`src/rtl/game_pkg.sv`:
```
// Shared types, the board line table and the win detector for the 3x3 selection game.
// Pure combinational helpers; no state and no flow control.
package game_pkg;

    typedef enum logic [1:0] {
        EMPTY = 2'b00,
        P1    = 2'b01,
        P2    = 2'b10
    } cell_t;

    typedef enum logic [1:0] {
        PLAY,
        WIN,
        DRAW
    } state_t;

    localparam int NUM_CELLS = 9;

    localparam logic [3:0] LINES [8][3] = '{
        '{4'd0, 4'd1, 4'd2}, '{4'd3, 4'd4, 4'd5}, '{4'd6, 4'd7, 4'd8},
        '{4'd0, 4'd3, 4'd6}, '{4'd1, 4'd4, 4'd7}, '{4'd2, 4'd5, 4'd8},
        '{4'd0, 4'd4, 4'd8}, '{4'd2, 4'd4, 4'd6}
    };

    function automatic cell_t line_winner(input logic [2*NUM_CELLS-1:0] b);
        cell_t      w;
        logic [1:0] c0;
        logic [1:0] c1;
        logic [1:0] c2;
        w = EMPTY;
        for (int l = 0; l < 8; l++) begin
            c0 = b[2*LINES[l][0] +: 2];
            c1 = b[2*LINES[l][1] +: 2];
            c2 = b[2*LINES[l][2] +: 2];
            if (c0 != 2'b00 && c0 == c1 && c0 == c2) begin
                w = cell_t'(c0);
            end
        end
        return w;
    endfunction

endpackage

```
`src/rtl/game_controller_button_conditioner.sv`:
```
// Synchronises and debounces one raw pushbutton, emitting one pulse per accepted press.
// Pulse arrives 2 + DEBOUNCE_CYCLES cycles after a clean edge; no backpressure, pulses are fire-and-forget.
module button_conditioner #(
    parameter int DEBOUNCE_CYCLES = 500_000
) (
    input  logic CLOCK_50,
    input  logic reset,
    input  logic raw,
    output logic pulse
);

    localparam int CW = $clog2(DEBOUNCE_CYCLES + 1);

    logic          sync1_q, sync1_d;
    logic          sync2_q, sync2_d;
    logic          level_q, level_d;
    logic          pulse_q, pulse_d;
    logic [CW-1:0] cnt_q, cnt_d;

    always_comb begin
        sync1_d = raw;
        sync2_d = sync1_q;
        cnt_d   = cnt_q;
        level_d = level_q;
        pulse_d = 1'b0;
        // Any sample agreeing with the accepted level restarts the stability run.
        if (sync2_q == level_q) begin
            cnt_d = '0;
        end else if (cnt_q == CW'(DEBOUNCE_CYCLES - 1)) begin
            cnt_d   = '0;
            level_d = sync2_q;
            pulse_d = sync2_q;
        end else begin
            cnt_d = cnt_q + CW'(1);
        end
    end

    always_ff @(posedge CLOCK_50) begin
        if (reset) begin
            sync1_q <= 1'b0;
            sync2_q <= 1'b0;
            cnt_q   <= '0;
            level_q <= 1'b0;
            pulse_q <= 1'b0;
        end else begin
            sync1_q <= sync1_d;
            sync2_q <= sync2_d;
            cnt_q   <= cnt_d;
            level_q <= level_d;
            pulse_q <= pulse_d;
        end
    end

    assign pulse = pulse_q;

endmodule

```
`src/rtl/game_controller.sv`:
```
// Runs the 3x3 game: cursor, board marks, per-turn timer and win/draw detection.
// Board/state update on the edge after a button pulse; inputs are never stalled.
module game_controller
    import game_pkg::*;
#(
    parameter int CLK_HZ          = 50_000_000,
    parameter int TURN_SECONDS    = 30,
    parameter int DEBOUNCE_CYCLES = 500_000
) (
    input  logic        CLOCK_50,
    input  logic        reset,
    input  logic        move,
    input  logic        select,
    output logic [3:0]  selected,
    output logic [17:0] board,
    output logic        player,
    output logic [4:0]  seconds_left,
    output logic        counting,
    output logic        finish,
    output logic        finish_30sec,
    output logic [1:0]  winner
);

    localparam int         PW          = (CLK_HZ > 1) ? $clog2(CLK_HZ) : 1;
    localparam logic [4:0] SECS_RELOAD = 5'(TURN_SECONDS);

    logic          mv_p, sel_p;
    logic [3:0]    selected_q, selected_d;
    logic [17:0]   board_q, board_d;
    logic          player_q, player_d;
    logic [4:0]    secs_q, secs_d;
    logic [PW-1:0] presc_q, presc_d;
    state_t        state_q, state_d;
    logic [1:0]    winner_q, winner_d;
    logic          f30_q, f30_d;
    logic          tick, accept, board_full;
    logic [1:0]    cur_cell;
    cell_t         win_mark;

    button_conditioner #(.DEBOUNCE_CYCLES(DEBOUNCE_CYCLES)) u_move_cond (
        .CLOCK_50 (CLOCK_50),
        .reset    (reset),
        .raw      (move),
        .pulse    (mv_p)
    );

    button_conditioner #(.DEBOUNCE_CYCLES(DEBOUNCE_CYCLES)) u_select_cond (
        .CLOCK_50 (CLOCK_50),
        .reset    (reset),
        .raw      (select),
        .pulse    (sel_p)
    );

    always_comb begin
        selected_d = selected_q;
        board_d    = board_q;
        player_d   = player_q;
        secs_d     = secs_q;
        presc_d    = presc_q;
        state_d    = state_q;
        winner_d   = winner_q;
        f30_d      = 1'b0;
        tick       = 1'b0;
        accept     = 1'b0;
        board_full = 1'b1;
        cur_cell   = 2'b00;
        win_mark   = EMPTY;
        for (int i = 0; i < NUM_CELLS; i++) begin
            if (selected_q == 4'(i)) cur_cell = board_q[2*i +: 2];
        end
        if (state_q == PLAY) begin
            tick    = (presc_q == PW'(CLK_HZ - 1));
            presc_d = tick ? '0 : presc_q + PW'(1);
            accept  = sel_p && (cur_cell == EMPTY);
            // An accepted mark ends the turn, so it pre-empts a coincident timeout.
            if (accept) begin
                for (int i = 0; i < NUM_CELLS; i++) begin
                    if (selected_q == 4'(i)) board_d[2*i +: 2] = player_q ? P2 : P1;
                end
                player_d = ~player_q;
                secs_d   = SECS_RELOAD;
                presc_d  = '0;
            end else if (tick) begin
                if (secs_q == 5'd1) begin
                    f30_d    = 1'b1;
                    player_d = ~player_q;
                    secs_d   = SECS_RELOAD;
                end else begin
                    secs_d = secs_q - 5'd1;
                end
            end
            if (mv_p) selected_d = (selected_q == 4'd8) ? 4'd0 : selected_q + 4'd1;
            win_mark = line_winner(board_d);
            for (int i = 0; i < NUM_CELLS; i++) begin
                if (board_d[2*i +: 2] == EMPTY) board_full = 1'b0;
            end
            if (win_mark != EMPTY) begin
                state_d  = WIN;
                winner_d = win_mark;
                player_d = player_q;
            end else if (board_full) begin
                state_d = DRAW;
            end
        end
    end

    always_ff @(posedge CLOCK_50) begin
        if (reset) begin
            selected_q <= 4'd0;
            board_q    <= '0;
            player_q   <= 1'b0;
            secs_q     <= SECS_RELOAD;
            presc_q    <= '0;
            state_q    <= PLAY;
            winner_q   <= 2'b00;
            f30_q      <= 1'b0;
        end else begin
            selected_q <= selected_d;
            board_q    <= board_d;
            player_q   <= player_d;
            secs_q     <= secs_d;
            presc_q    <= presc_d;
            state_q    <= state_d;
            winner_q   <= winner_d;
            f30_q      <= f30_d;
        end
    end

    assign selected     = selected_q;
    assign board        = board_q;
    assign player       = player_q;
    assign seconds_left = secs_q;
    assign winner       = winner_q;
    assign finish_30sec = f30_q;
    assign counting     = (state_q == PLAY);
    assign finish       = (state_q == WIN) || (state_q == DRAW);

endmodule
```
`config.mk`:
```
export PLATFORM = sky130hd
export DESIGN_NAME = game_controller
export DESIGN_NICKNAME = d
export VERILOG_FILES = /design/src/rtl/game_pkg.sv /design/src/rtl/game_controller_button_conditioner.sv /design/src/rtl/game_controller.sv
export SDC_FILE = /design/constraint.sdc
export NUM_CORES = 1
export LEC_CHECK = 0
export CORE_MARGIN = 1.5
export CORE_UTILIZATION = 50
export DETAILED_ROUTE_END_ITERATION = 6
export PLACE_DENSITY_LB_ADDON = 0.08
export SETUP_SLACK_MARGIN = 0.4
export SYNTH_ARGS = -nofsm -noshare
export SYNTH_HDL_FRONTEND = slang
export SYNTH_HIERARCHICAL = 1
export SYNTH_SLANG_ARGS = --single-unit
```
`constraint.sdc`:
```
create_clock -name CLOCK_50 -period 5.6 [get_ports CLOCK_50]
set_input_delay 0.56 -clock CLOCK_50 [delete_from_list [all_inputs] [get_ports CLOCK_50]]
set_output_delay 0.56 -clock CLOCK_50 [all_outputs]
set_load 0.05 [all_outputs]
```
Yosys cells after proc, flatten, opt, wreduce, memory -nomap -nowiden
Cells that the tools add are included.

word-level totals
  register bits after elaboration = 105
  output and inout bits = 33
  input bits = 4
  word-level logic and storage cells = 166

operators by class
  multiplexer cells = 52
  equality and inequality tests = 32
  add/subtract/negate cells = 5
  bitwise operators = 8
  reduce and logical (&&, ||, !) cells = 51

operator list
  operator                                                            number
  2-bit 2-to-1 mux                                                    30
  26-bit 2-to-1 mux                                                   2
  19-bit by 1-bit adder with 19-bit output, second input constant     2
  19-bit == test, second input constant                               2
  18-bit 2-to-1 mux                                                   2
  2-bit == test                                                       16
  26-bit by 1-bit adder with 26-bit output, second input constant     1
  26-bit == test, second input constant                               1
  2-bit logical NOT                                                   11
  2-bit nonzero test                                                  9
  1-bit logical AND                                                   17
  4-bit by 3-bit == test with 1-bit output, second input constant     4
  5-bit 2-to-1 mux                                                    3
  1-bit 2-to-1 mux                                                    14
  2-bit AND reduction                                                 6
  3-bit OR reduction                                                  4
  4-bit by 2-bit == test with 1-bit output, second input constant     2
  1-bit inverter                                                      8
  5-bit by 1-bit == test with 1-bit output, second input constant     1
  5-bit by 1-bit subtractor with 5-bit output, second input constant  1
  4-bit by 1-bit adder with 4-bit output, second input constant       1
  4-bit by 1-bit == test with 1-bit output, second input constant     1
  4-bit == test, second input constant                                1
  4-bit logical NOT                                                   1
  other kinds (7)                                                     8

Longest topological paths before layout
Gate-level depths: netlist of run 1.

  depth in word-level cells = 29
  gate-level depth with buffers = 16
  depth with buffers taken out = 14

Modules after synthesis
Netlist of run 1, hierarchy kept.

by module, submodules not included
  module              instances  area an instance (µm²)  cells an instance  sequential area each (µm²)
  game_controller     1          4216.5                  538                1181.1
  button_conditioner  2          1029.7                  115                460.4

Least setup slack after synthesis of run 1
OpenSTA, ideal clock, no wires.

  kind = register to register
  start = register selected_q[0], in the netlist selected[0]
  end = register player_q, in the netlist player
  setup time = 116 ps
  arrival = 3864 ps
  required time = 5484 ps
  period minus slack after synthesis = 3980 ps
  setup slack = 1620 ps
  path buffers = 2
  stages on the path, launching flop included = 17
  cell sequence = dfxtp_1 -> inv_1 -> ha_1 -> buf_2 -> clkinv_1 -> o311ai_4 -> a221o_4 -> buf_6 -> a21oi_2 -> a31oi_1 -> or3_4 -> a21bo_1 -> a211oi_2 -> o211ai_2 -> a21oi_2 -> a211oi_2 -> a31o_1

between the ends
  longest elaborated chain between the ends = 29
  elaborated cells on any way between the ends = 83
  classes of those cells = eq/ne: 24; mux: 30; bitwise: 1; reduce/logical: 28

RTL lines
  item                                                 line                                          text
  from (decl)                                          game_controller.sv:28                         logic [3:0] selected_q, selected_d;
  from (signal assigned)                               game_controller.sv:118                        selected_q <= selected_d;
  4-bit logical NOT                                    game_controller.sv:69, game_controller.sv:78
  2-bit 2-to-1 mux (9 in series)                       game_controller.sv:69                         if (selected_q == 4'(i)) cur_cell = board_q[2*i +: 2];
  2-bit logical NOT                                    game_controller.sv:74                         accept = sel_p && (cur_cell == EMPTY);
  1-bit logical AND                                    game_controller.sv:74
  18-bit 2-to-1 mux                                    game_controller.sv:76                         if (accept) begin
  18-bit 2-to-1 mux                                    game_controller.sv:71                         if (state_q == PLAY) begin
  2-bit == test or 2-bit nonzero test (tied branches)  game_pkg.sv:35                                if (c0 != 2'b00 && c0 == c1 && c0 == c2) begin
  1-bit logical AND (2 in series)                      game_pkg.sv:35
  2-bit 2-to-1 mux (8 in series)                       game_pkg.sv:35
  2-bit 2-to-1 mux                                     game_controller.sv:71
  2-bit nonzero test                                   game_controller.sv:97                         if (win_mark != EMPTY) begin
  1-bit inverter (no source line)                      n/a
  4-bit AND reduction (no source line)                 n/a
  to (signal assigned)                                 game_controller.sv:120                        player_q <= player_d;
  to (decl)                                            game_controller.sv:30                         logic player_q, player_d;

Parallel ways exist; a longest one is shown, timed or not. The select of a mux whose other input is x is not followed.
A chain may end at the register's enable or synchronous reset.

Worst setup path after layout of run 1
Ends and elaborated chain as after synthesis.

==> summary.txt, run 1 <==
Power and ir drop
  • Pwr Density: 323 nW/µm²
  • Leakage: 2.24 nW
  • IR drop worst, VDD: 230 µV

Timing
  • RSZ-0062 raised after global routing: no
  • Total negative setup slack: 0 ns
  • Clock skew: 0.0103 ns
  • Setup-failing EPs final: 0
  • Tcrit/Tclk final: 78.0%
  • Worst-Margin Slew: 0.893 ns
  • Slew margin rel.: 40.5%
  • Final Slew Violations: 0
  • Max Freq: 229 MHz
  • Endpoints failing hold: 0
  • Fin crit period: 4.37 ns

Clocking
  • Sink Count: 105
  • # hold bufs at CTS: 0
  • Post-CTS resize count: 0
  • Clk slew on worst S/H paths: 0.07 ns
  • Worst skew pair latency: 0.36 ns
  • Root Buffer: clkbuf_16
  • Num CTS Buffers: 9
  • Post-CTS Setup Bufs: 0
  • CTS tree: yes
  • CTS max path bufs: 2
  • H-tree depth: 3

Synthesis
  • Syn Area/Cell: 8.17 µm²
  • Yosys cell types: 90
  • Synth warn: 6
  • Mapped Cells: 768
  • Sequential area share after synthesis: 33.5%
  • Post-synth top area cell: dfxtp_1
  • Post-synth top area share: 33.5%
  • Synth Area in XOR/XNOR: 6.70%
  • Asr flop ratio synth: 0%
  • EDFF count, synth: 0
  • Synth Net Count: 782
  • Largest family of logic cells by synthesized area: simple AND/OR/NAND/NOR gates
  • Synthesized area: 6280 µm²
  • Simple-gate portion of the synthesized area: 29.7%
  • Synth area leaders: dfxtp_1 33%, nor2_1 6.5%, nand2_1 4.1%
  • Register bit total from synthesis: 105
  • Top_reg_cell synth: dfxtp_1
  • Post-Synth Adder-Cell Area: 1.99%
  • Compound-Gate Fraction of Synth Area: 22.0%
  • Post-synthesis mux area share: 2.07%

Finish
  • Commonest non-fill, non-tap cells in the layout: 109 x nor2_1, 105 x dfxtp_1, 69 x nand2_1, 43 x a21oi_1, 38 x o21ai_0
  • # diodes: 0
  • Final Util: 57.7%
  • Nets: 802
  • Layout area overhead: 11.4%
  • Most common library cell in the layout ignoring fill and taps: nor2_1
  • Layout cell share with drive strength beyond 1: 8.70%

Setup path
  • Critical-path top delay cell: mux2i_1
  • WP depth: 14
  • Kind of critical path: reg2reg
  • Crit start category: flip-flop
  • Crit Path Max Fanout: 13
  • Critical path endpoint category: flip-flop
  • Delay-heaviest family, CP: compound AO/OA/AOI/OAI gates
  • CP bufs+invs: 2
  • CP required: 5.85 ns
  • CP max stage delay: 0.55 ns
  • R2R depth: 14
  • Arr. time, crit path: 4.62 ns
  • CP Cell Sequence: inv_1 > ha_1 > inv_1 > o311ai_4 > a221oi_2 > o21ai_2 > mux2i_1 > mux2i_1 > o211ai_1 > mux2i_1 > o211ai_2 > a21oi_2 > a211oi_2 > a31o_1
  • Worst path most repeated cell: mux2i_1

Global routing
  • GRT Total Usage: 26.0%
  • Vias in the first global route: 5370
  • Largest net degree at the start of global routing: 48
  • Initial antenna violation count: 0
  • GRT overflow: 0
  • First-pass GRT wire length: 27100 µm

Placement
  • Gpl congestion: 0.982
  • Port-buffer cells: 36
  • HPWL after DPL: 12200 µm

Routing
  • 1st-pass router iterations: 6
  • DR WL/cell: 17.3 µm
  • WL final: 16600 µm
  • Initial drt markers: 453
  • Via count: 5748
  • Drc violations: 0
  • Vias/cell: 5.98
  • Detail Route Antenna Nets: 0

Min path
  • Worst Hold Depth: 1
  • Worst hold path class: reg2reg

Die
  • Die Width: 115 µm
  • Top Ports: 37
  • Core area: 12100 µm²
  • Site Rows: 40
  • Initial core utilization: 51.8%
  • Die ar.: 13200 µm²
  • Die height: 115 µm

Run
  • Max_cap viols: 0

Status
  • Outcome: finished clean
-- report_power, final --
group | internal, mW | total (mW) | switching, mW | leakage (nW)
Clock | 0.353 | 0.637 | 0.284 | 0.146
Sequential | 0.791 | 0.877 | 0.0858 | 0.848
Combinational | 0.261 | 0.745 | 0.485 | 1.24
-- worst reg2reg max path: cells and delay by family (launching register included) --
family | cells | cell delay, ns
compound gates | 8 | 1.89
mux | 3 | 1.19
fa+ha+maj | 1 | 0.45
flops | 1 | 0.36
buf+inv | 2 | 0.37
-- metal layers --
metal,GRT usage [%],part of all wire (%),vias to the layer above
met5,0,0,-
met4,7.90,2.0,0
met2,43.0,47,160
li1,-,-,2841
met3,6.33,6.2,38
met1,33.7,45,2709
-- registers in the layout, indices dropped and copies added, names as in the netlist --
register and cells:
finish_30sec 1, u_select_cond/sync2_q 1, state_q 2, winner 2
u_move_cond/cnt_q 19, board 18, u_move_cond/pulse 1, selected 4
u_move_cond/level_q 1, u_select_cond/cnt_q 19, u_select_cond/pulse 1, presc_q 26
u_select_cond/level_q 1, u_select_cond/sync1_q 1, u_move_cond/sync2_q 1, player 1
seconds_left 5, u_move_cond/sync1_q 1
-- area by class of cell --
cell class | instances | area, µm²
clock buffers | 10 | 229
flip-flops and latches | 105 | 2100
fillers | 1136 | 5120
well taps | 168 | 210
inverters | 19 | 71.3
clock inverters | 6 | 76.3
repair buffers | 39 | 378
multi-input cells | 614 | 3920
-- stage by stage --
| stage | cells | power [mW] | hold slack [ns] | worst slack (ns) | instance area [µm²] |
|---|---|---|---|---|---|
| 3_5_place_dp | 945 | 1.63 | 0.424 | 1.32 | 6690 |
| 6_report | 961 | 2.26 | 0.436 | 1.23 | 6990 |
| 4_1_cts | 961 | 2.27 | 0.436 | 1.27 | 6990 |
| 2_1_floorplan | 768 | 1.43 | 0.414 | 1.62 | 6280 |
| 5_1_grt | 961 | 2.38 | 0.455 | 0.908 | 6990 |
| 3_3_place_gp | 945 | 1.63 | 0.417 | 1.49 | 6690 |
-- logic make-up (layout without fill, tap and decap cells) --
logic type	after synthesis	after routing
simple gates	365	365
compound gates	179	179
flops	105	105
buf+inv	49	74
xor+xnor	48	48
mux	12	12
fa+ha+maj	10	10
-- worst paths after layout --
kind,to,startpoint,slack [ns]
worst max register to register,player,selected[0],1.23
worst min register to register,u_select_cond/sync2_q,u_select_cond/sync1_q,0.44
worst max-delay path,player,selected[0],1.23
worst min-delay path,u_select_cond/sync2_q,u_select_cond/sync1_q,0.44
-- cells in the mapped netlist, types with 15 or more instances --
cell,instances
xor2_1,21
a211oi_1,18
nand3_1,34
nor2_1,109
inv_1,18
nor3_1,21
o21ai_0,38
xnor2_1,27
dfxtp_1,105
a21oi_1,43
nand4_1,25
nor4_1,15
nand2_1,69
clkbuf_1,16
No activity file was read; power rests on OpenSTA's default activity.
==> run 2, diff against run 1 <==
clock period = 4 ns   (was 5.6 ns; I/O delays follow)
==> summary.txt, run 2 (same netlist as run 1, synthesis figures left out) <==
Status
  • Outcome: finished clean

Die
  • Site Rows: 40 (unchanged)
  • Top Ports: 37 (unchanged)
  • Core area: 12100 µm² (unchanged)
  • Initial core utilization: 51.8% (unchanged)
  • Die ar.: 13200 µm² (unchanged)
  • Die Width: 115 µm (unchanged)
  • Die height: 115 µm (unchanged)

Clocking
  • Clk slew on worst S/H paths: 0.07 ns (about the same)
  • CTS max path bufs: 2 (unchanged)
  • Num CTS Buffers: 9 (unchanged)
  • # hold bufs at CTS: 0 (unchanged)
  • H-tree depth: 3 (unchanged)
  • Worst skew pair latency: 0.35 ns (about the same)
  • CTS tree: yes
  • Sink Count: 105 (unchanged)
  • Root Buffer: clkbuf_16

Routing
  • Vias/cell: 6.02 (+0.71%)
  • Drc violations: 0 (unchanged)
  • DR WL/cell: 17.6 µm (+2.3%)
  • Initial drt markers: 437 (-3.5%)
  • Via count: 6168 (+7.3%)
  • 1st-pass router iterations: 5 (-1)
  • WL final: 18100 µm (+9.0%)
  • Detail Route Antenna Nets: 0 (unchanged)

Setup path
  • Worst path most repeated cell: buf_4
  • Crit start category: flip-flop
  • Critical-path top delay cell: dfxtp_4
  • CP bufs+invs: 4 (+2)
  • CP required: 4.25 ns (-1.60 ns)
  • Arr. time, crit path: 3.99 ns (-0.63 ns)
  • Crit Path Max Fanout: 7 (-6)
  • CP Cell Sequence: clkinvlp_4 > ha_4 > buf_4 > nor3b_2 > o2111ai_2 > and2_4 > buf_6 > nand2_1 > a32oi_1 > buf_4 > nor3_2 > o211ai_1 > mux2i_2 > o211ai_2 > a21oi_2 > a211oi_2 > a31o_1
  • Kind of critical path: reg2reg
  • CP max stage delay: 0.38 ns (-0.17 ns)
  • Delay-heaviest family, CP: compound AO/OA/AOI/OAI gates
  • Critical path endpoint category: flip-flop

Min path
  • Worst hold path class: in2reg

Finish
  • Final Cell Area: 7690 µm² (+10%)
  • Layout cell share with drive strength beyond 1: 19.7% (+11 points)
  • Layout fillers: 1077 (-5.2%)
  • Top flop regs: presc_q (26), u_move_cond/cnt_q (19), u_select_cond/cnt_q (19)
  • Most common library cell in the layout ignoring fill and taps: nor2_1
  • Layout area overhead: 22.5%
  • Commonest non-fill, non-tap cells in the layout: 107 x nor2_1, 103 x dfxtp_1, 68 x nand2_1, 63 x buf_4, 41 x a21oi_1
  • Top reg by flops: presc_q
  • Number of flip-flops in the largest register: 26 (unchanged)
  • # diodes: 0 (unchanged)
  • Finished Layout Cells: 1024 (+6.6%)
  • Nets: 866 (+8.0%)

Timing
  • Slew margin rel.: 51.5% (+11 points)
  • Final Slew Violations: 0 (unchanged)
  • Clock skew: 0.00921 ns (-0.00104 ns)
  • Setup-failing EPs final: 0 (unchanged)
  • RSZ-0062 raised after global routing: yes
  • Max Freq: 268 MHz (+17%)
  • Fin crit period: 3.74 ns (-0.634 ns)
  • Total negative setup slack: 0 ns (unchanged)
  • Endpoints failing hold: 0 (unchanged)
  • Worst-Margin Slew: 0.727 ns (-0.165 ns)
  • Tcrit/Tclk final: 93.4% (+15 points)

Power and ir drop
  • Leakage: 2.57 nW (+15%)
  • Pwr Total: 3.38 mW (+50%)
  • IR drop worst, VDD: 298 µV (+29%)
  • Pwr Density: 440 nW/µm² (+36%)

Global routing
  • Initial antenna violation count: 0 (unchanged)
  • Vias in the first global route: 5899 (+9.9%)
  • First-pass GRT wire length: 29300 µm (+8.4%)
  • GRT Total Usage: 28.2% (+2.2 points)
  • GRT overflow: 0 (unchanged)
  • Largest net degree at the start of global routing: 51 (+6.3%)

Placement
  • Placed Cells: 974 (+3.1%)
  • DP Area: 6910 µm² (+3.4%)
  • HPWL after DPL: 12800 µm (+5.3%)
  • Gpl congestion: 0.991 (+0.91%)
  • Port-buffer cells: 36 (unchanged)

Run
  • Max_cap viols: 0 (unchanged)
-- run 2: changes by cell type in the layout (fill, tap and decap cells not counted), sizes merged --
cell	before	now
clkinv	3	2
bufinv	1	0
buf	4	68
clkinvlp	1	3
inv	20	19
-- run 2: worst paths after layout --
check,end,slack [ns],cells past startpoint,from
setup / recovery,player,0.26,17,selected[0]
hold / removal,presc_q[7],0.35,2,reset
setup reg to reg,player,0.26,17,selected[0]
hold reg to reg,u_select_cond/sync2_q,0.44,1,u_select_cond/sync1_q
-- run 2: per-layer routing --
layer	global-route usage, %	routed length (µm)
met1	34.7	7620
met2	47.0	8540
met3	6.17	1180
met4	13.3	734
met5	0	0
-- run 2: final cells by class --
cell class / instances / area, µm² / share of cell area, %
clock buffers: 10 / 229 / 2.98
clock inverters: 5 / 40.0 / 0.521
inverters: 19 / 82.6 / 1.07
multi-input cells: 614 / 4130 / 53.8
flip-flops and latches: 105 / 2110 / 27.4
well taps: 168 / 210 / 2.73
repair buffers: 103 / 885 / 11.5
-- run 2: metrics by stage --
stage	hold slack [ns]	utilization [%]	setup WS [ns]
after floorplan	0.414	-	0.407
after detailed placement	0.425	57.1	0.0661
after global routing	0.361	63.5	0.169
final	0.347	63.5	0.263
after global placement	0.421	57.1	0.0823
after CTS	0.328	62.1	0.368
-- run 2: worst reg2reg max path, cell delays in order (launching register included) --
cell	delay, ns
dfxtp_4	0.38
clkinvlp_4	0.15
ha_4	0.23
buf_4	0.14
nor3b_2	0.15
o2111ai_2	0.28
and2_4	0.27
buf_6	0.15
nand2_1	0.09
a32oi_1	0.20
buf_4	0.17
nor3_2	0.05
o211ai_1	0.31
mux2i_2	0.34
o211ai_2	0.15
a21oi_2	0.26
a211oi_2	0.10
a31o_1	0.20
-- run 2: report_power, final --
group	internal, mW	switching [mW]	total, mW
Clock	0.424	0.393	0.818
Combinational	0.550	0.825	1.38
Sequential	1.11	0.0840	1.19
-- run 2: timing repair --
item | 4_1_cts | 5_1_grt
endpoints found under the setup margin | 5 | 5
setup buffers | 26 | 9
gates resized for setup | 32 | 22
pin swaps | 15 | 14
endpoints found under the hold margin | 0 | 0
